<file path="config.mk">
export PLATFORM = sky130hd
export DESIGN_NAME = mul_div_unit
export DESIGN_NICKNAME = d
export VERILOG_FILES = /design/src/rtl/mul_div_unit.sv
export SDC_FILE = /design/constraint.sdc
export NUM_CORES = 2
export LEC_CHECK = 0
export ABC_AREA = 1
export CELL_PAD_IN_SITES_DETAIL_PLACEMENT = 1
export CELL_PAD_IN_SITES_GLOBAL_PLACEMENT = 2
export CORE_ASPECT_RATIO = 0.6
export CORE_MARGIN = 5
export CORE_UTILIZATION = 43
export CTS_BUF_LIST = sky130_fd_sc_hd__clkbuf_8
export DETAILED_ROUTE_END_ITERATION = 6
export PLACE_DENSITY = 0.95
export SLEW_MARGIN = 20
export SYNTH_ARGS = -nofsm -noshare
export SYNTH_HDL_FRONTEND = slang
export SYNTH_SLANG_ARGS = --single-unit
</file>
<file path="constraint.sdc">
create_clock -name clk -period 15.05 [get_ports clk]
set_input_delay 2.2575 -clock clk [delete_from_list [all_inputs] [get_ports clk]]
set_output_delay 2.2575 -clock clk [all_outputs]
set_load 0.01 [all_outputs]
</file>
<file path="src/rtl/mul_div_unit.sv">
// Multi-cycle multiply/divide unit with HI/LO result registers and MTHI/MTLO writes.
// Optional divider enabled by defining MDU_DIV_EN; without it DIV/DIVU are no-ops.
module mul_div_unit (
  input  logic        clk,
  input  logic        reset,
  input  logic [31:0] SrcA,
  input  logic [31:0] SrcB,
  input  logic [2:0]  MDOp,
  input  logic        Start,
  input  logic        HiLoSel,
  output logic        Busy,
  output logic [31:0] HI,
  output logic [31:0] LO,
  output logic [31:0] MDOut
);

  localparam int unsigned XLEN  = 32;
  localparam int unsigned CNT_W = 4;

  localparam logic [CNT_W-1:0] MUL_CYC = CNT_W'(5);
`ifdef MDU_DIV_EN
  localparam logic [CNT_W-1:0] DIV_CYC = CNT_W'(10);
  localparam logic [2:0]       OP_DIV  = 3'd2;
  localparam logic [2:0]       OP_DIVU = 3'd3;
`endif
  localparam logic [2:0] OP_MULT  = 3'd0;
  localparam logic [2:0] OP_MULTU = 3'd1;
  localparam logic [2:0] OP_MTHI  = 3'd4;
  localparam logic [2:0] OP_MTLO  = 3'd5;

  typedef enum logic [1:0] {S_IDLE, S_MUL, S_DIV} state_e;

  state_e            state_q, state_d;
  logic [CNT_W-1:0]  cnt_q, cnt_d;
  logic [XLEN-1:0]   a_q, a_d, b_q, b_d, hi_q, hi_d, lo_q, lo_d;
  logic              uns_q, uns_d;
  logic              busy_q, busy_d;

  // Single signed 33x33 multiply covers both MULT and MULTU via the extension bit.
  logic signed [XLEN:0]   a_ext, b_ext;
  logic [2*XLEN-1:0]      prod;
  assign a_ext = $signed({~uns_q & a_q[XLEN-1], a_q});
  assign b_ext = $signed({~uns_q & b_q[XLEN-1], b_q});
  assign prod  = 64'(a_ext) * 64'(b_ext);

`ifdef MDU_DIV_EN
  // Divide magnitudes, then restore signs: quotient truncates toward zero,
  // remainder follows the dividend. 0x80000000 / -1 falls out as LO=0x80000000, HI=0.
  logic            a_neg, b_neg;
  logic [XLEN-1:0] a_abs, b_abs, q_abs, r_abs, quo, rem;
  assign a_neg = ~uns_q & a_q[XLEN-1];
  assign b_neg = ~uns_q & b_q[XLEN-1];
  assign a_abs = a_neg ? -a_q : a_q;
  assign b_abs = b_neg ? -b_q : b_q;
  assign q_abs = a_abs / b_abs;
  assign r_abs = a_abs % b_abs;
  assign quo   = (a_neg ^ b_neg) ? -q_abs : q_abs;
  assign rem   = a_neg ? -r_abs : r_abs;
`endif

  always_comb begin
    state_d = state_q;
    cnt_d   = cnt_q;
    a_d     = a_q;
    b_d     = b_q;
    uns_d   = uns_q;
    hi_d    = hi_q;
    lo_d    = lo_q;
    unique case (state_q)
      S_IDLE: begin
        if (Start) begin
          case (MDOp)
            OP_MULT, OP_MULTU: begin
              state_d = S_MUL;
              cnt_d   = MUL_CYC;
              a_d     = SrcA;
              b_d     = SrcB;
              uns_d   = MDOp[0];
            end
`ifdef MDU_DIV_EN
            OP_DIV, OP_DIVU: begin
              state_d = S_DIV;
              cnt_d   = DIV_CYC;
              a_d     = SrcA;
              b_d     = SrcB;
              uns_d   = MDOp[0];
            end
`endif
            OP_MTHI: hi_d = SrcA;
            OP_MTLO: lo_d = SrcA;
            default: ;
          endcase
        end
      end
      S_MUL: begin
        if (cnt_q == CNT_W'(1)) begin
          state_d      = S_IDLE;
          cnt_d        = '0;
          {hi_d, lo_d} = prod;
        end else begin
          cnt_d = cnt_q - CNT_W'(1);
        end
      end
`ifdef MDU_DIV_EN
      S_DIV: begin
        if (cnt_q == CNT_W'(1)) begin
          state_d = S_IDLE;
          cnt_d   = '0;
          if (b_q != '0) begin
            hi_d = rem;
            lo_d = quo;
          end
        end else begin
          cnt_d = cnt_q - CNT_W'(1);
        end
      end
`endif
      default: begin
        state_d = S_IDLE;
        cnt_d   = '0;
      end
    endcase
    busy_d = (state_d != S_IDLE);
  end

  always_ff @(posedge clk or negedge reset) begin
    if (!reset) begin
      state_q <= S_IDLE;
      cnt_q   <= '0;
      a_q     <= '0;
      b_q     <= '0;
      uns_q   <= 1'b0;
      hi_q    <= '0;
      lo_q    <= '0;
      busy_q  <= 1'b0;
    end else begin
      state_q <= state_d;
      cnt_q   <= cnt_d;
      a_q     <= a_d;
      b_q     <= b_d;
      uns_q   <= uns_d;
      hi_q    <= hi_d;
      lo_q    <= lo_d;
      busy_q  <= busy_d;
    end
  end

  assign Busy  = busy_q;
  assign HI    = hi_q;
  assign LO    = lo_q;
  assign MDOut = HiLoSel ? hi_q : lo_q;

endmodule

</file>
==> flow_metrics.env <==
export IMPL_worst_pin_slew_ns=1.06
export IMPL_hold_path_class="reg2reg"
export IMPL_startpoint_type="flip-flop"
export IMPL_synth_flop_cell="dfrtp_1"
export IMPL_n_fill_cell=13000
export IMPL_synth_area_top_cells="fa_1, inv_1, nand2_1, dfrtp_1, ha_1"
export IMPL_synthAdderAreaFrac_pct=54.6
export IMPL_fmax_mhz=109
export IMPL_first_iter_violations=3148
export IMPL_ys_ff_latch=136
export IMPL_globalplace_congestion=1.02
export IMPL_grt_pass1_wl_mm=261
export IMPL_wl_mm=167
export IMPL_layout_commonest_cell="inv_1"
export IMPL_grt_max_degree=94
export IMPL_required_ns=15.56
export IMPL_relSlewSlack_pct=29.5
export IMPL_cts_sinks=136
export IMPL_fin_crit_sh_pct=61.1
export IMPL_endpoint_kind="flip-flop"
export IMPL_critical_path_top_delay_family="adder cells"
export IMPL_holdBufCountCts=0
export IMPL_period_needed_ns=9.20
export IMPL_clockBufferDepth=2
export IMPL_synth_area_leader_cell="fa_1"
export IMPL_instances_no_fill=7217
export IMPL_arrival_ns=9.71
export IMPL_viasPerCell=5.24
export IMPL_vias=37800
export IMPL_ant_nets=0
export IMPL_path_common_cell="fa_1"
export IMPL_synthMuxAreaShare_pct=0.830
export IMPL_ctsResizeCount=0
export IMPL_remaining_drc_errors=0
export IMPL_multi_input_area_um2=35200
export IMPL_die_area_um2=114000
export IMPL_path_class="reg2reg"
export IMPL_yosysUniqueCellTypes=42
export IMPL_synth_xor_area_share_pct=0.209
export IMPL_first_pass_iters=5
export IMPL_cts_buffers=17
export IMPL_die_y_um=264
export IMPL_synth_compound_area_share_pct=3.85
export IMPL_tritoncts="done"
export IMPL_num_rows=93
export IMPL_finClkSkew_ns=0.0483
export IMPL_syn_area_per_cell_um2=7.93
export IMPL_start_util_pct=43.1
export IMPL_die_x_um=433
export IMPL_synth_cells=5818
export IMPL_synth_top_area_share_pct=48.8
export IMPL_grt_overflow=0
export IMPL_synth_edf_count=0
export IMPL_syn_area_um2=46100
export IMPL_final_cell_mix="inv_1, nand2_1, fa_1, nor2_1, ha_1"
export IMPL_num_nets_final=7188
export IMPL_grt_usage_pct=30.2
export IMPL_grt_antenna_before_repair=5
export IMPL_synthSimpleGateAreaFrac_pct=16.7
export IMPL_root_buffer="clkbuf_8"
export IMPL_drv_cap=0
export IMPL_drt_wirelength_per_cell_um=23.1
export IMPL_ys_seq_area_share_pct=7.38
export IMPL_htree_levels=4
export IMPL_drive_gt1_share_pct=3.56
export IMPL_dp_cells=7183
export IMPL_crit_slowest_cell="fa_1"
export IMPL_clock_latency_ns=0.61
export IMPL_syn_nets=7228
export IMPL_clkTransAtPathRegs_ns=0.12
export IMPL_preCtsSetupSlack_ns=6.06
export IMPL_finalMaxSlewViolations=0
export IMPL_core_area_um2=107000
export IMPL_async_reset_ff_share_pct=100
export IMPL_hold_violations=0
export IMPL_grt_pass1_vias=42500
export IMPL_rsz0062_at_grt="false"
export IMPL_finalSetupViolations=0
export IMPL_crit_fanout=34
export IMPL_hpwl_mm=140
export IMPL_synth_top_family_by_area="adder cells"
export IMPL_worst_slack_ns=5.85
export IMPL_io_pins=168
export IMPL_slowest_delay_ns=0.93
export IMPL_setup_tns_ns=0
export IMPL_crit_buf_inv=7
export IMPL_synth_yosys_warnings=0
export IMPL_outcome="finished, final reports clean"
export IMPL_layout_area_seq_um2=3420
export IMPL_io_buffers=167
export IMPL_syn_to_final_growth_pct=7.27
export IMPL_post_cts_buffers=0
[routing by layer]
metal	routed length [um]	GRT usage, %	up-vias
met4	2460	4.58	0
met3	15900	6.90	163
met5	0	0	-
met2	71300	45.2	1477
met1	77100	45.8	20000
li1	-	-	16200
[cells in the mapped netlist (3+ instances only)]
library cell and number:
xnor2_1 4, nand3_2 4, inv_2 7, nor4_1 4, o21bai_1 19, nand4_1 19, o21ai_0 127, nor2_1 282
a21oi_1 133, fa_1 1125, ha_1 214, nand3_1 94, dfrtp_1 136, a22oi_1 23, nand3b_1 7, o21ai_1 8
nor2_2 9, inv_1 1694, xor2_1 7, a21oi_2 4, nand2_1 1517, buf_2 16, nand2_2 5, nor3_1 6
a21o_1 3, mux2_2 34, or2_2 14, buf_1 4, clkbuf_1 283
[final cells by class]
type                    count  area share (%)
diodes                      1         0.00506
well taps                1425            3.60
multi-input cells        3678            71.1
flip-flops and latches    136            6.91
clock inverters            15           0.400
inverters                1701            12.9
repair buffers            244            4.58
clock buffers              17           0.473
[metrics by stage]
stage | hold WS [ns] | utilization, % | cell area (um2)
CTS | 0.496 | 46.2 | 49400
floorplan | 0.507 | - | 46100
global route | 0.518 | 46.3 | 49500
global placement | 0.471 | 45.8 | 49000
finish | 0.494 | 46.3 | 49500
detailed placement | 0.475 | 45.8 | 49000
[sequential cells by signal (all words and copies together), names as in the netlist]
register  flops
HI           32
cnt_q         4
state_q       2
b_q          32
Busy          1
LO           32
a_q          32
uns_q         1
[cell families after synthesis]
kind of cell | after synthesis
AOI/OAI and AO/OA | 325
buffers and inverters | 2004
and+or+nand+nor | 1968
DFF | 136
xor gates and xnor gates | 11
muxes | 34
adders and majority gates | 1339
other | 1
[path summary, 6_finish.rpt]
check,start,to,slack (ns),cells past startpoint
setup / recovery,a_q[31],HI[19],5.85,27
hold / removal,a_q[6],a_q[6],0.49,2
setup reg to reg,a_q[31],HI[19],5.85,27
hold reg to reg,a_q[6],a_q[6],0.49,2
max in group asynchronous,reset,b_q[21],12.51,2
min in group asynchronous,reset,HI[26],1.52,1
[worst reg2reg max path: stages (launching register included)]
cell and delay [ns]:
dfrtp_2 0.88, nand2_1 0.26, nor2_1 0.27, fa_1 0.45, inv_1 0.23, fa_1 0.50
inv_1 0.20, fa_1 0.50, fa_1 0.93, inv_1 0.44, fa_1 0.60, inv_1 0.06
fa_1 0.53, inv_1 0.05, fa_1 0.44, fa_1 0.49, inv_1 0.04, ha_1 0.42
nand2_1 0.15, nor2_1 0.16, inv_1 0.08, nor2_1 0.35, nand2_1 0.17, nor2_1 0.15
nand2_1 0.15, nand4_1 0.13, nand3_1 0.25, a21oi_1 0.25
Power is left out: the tool's default activity adds up to more than one toggle a clock period on the data nets, which glitch-free logic cannot reach.
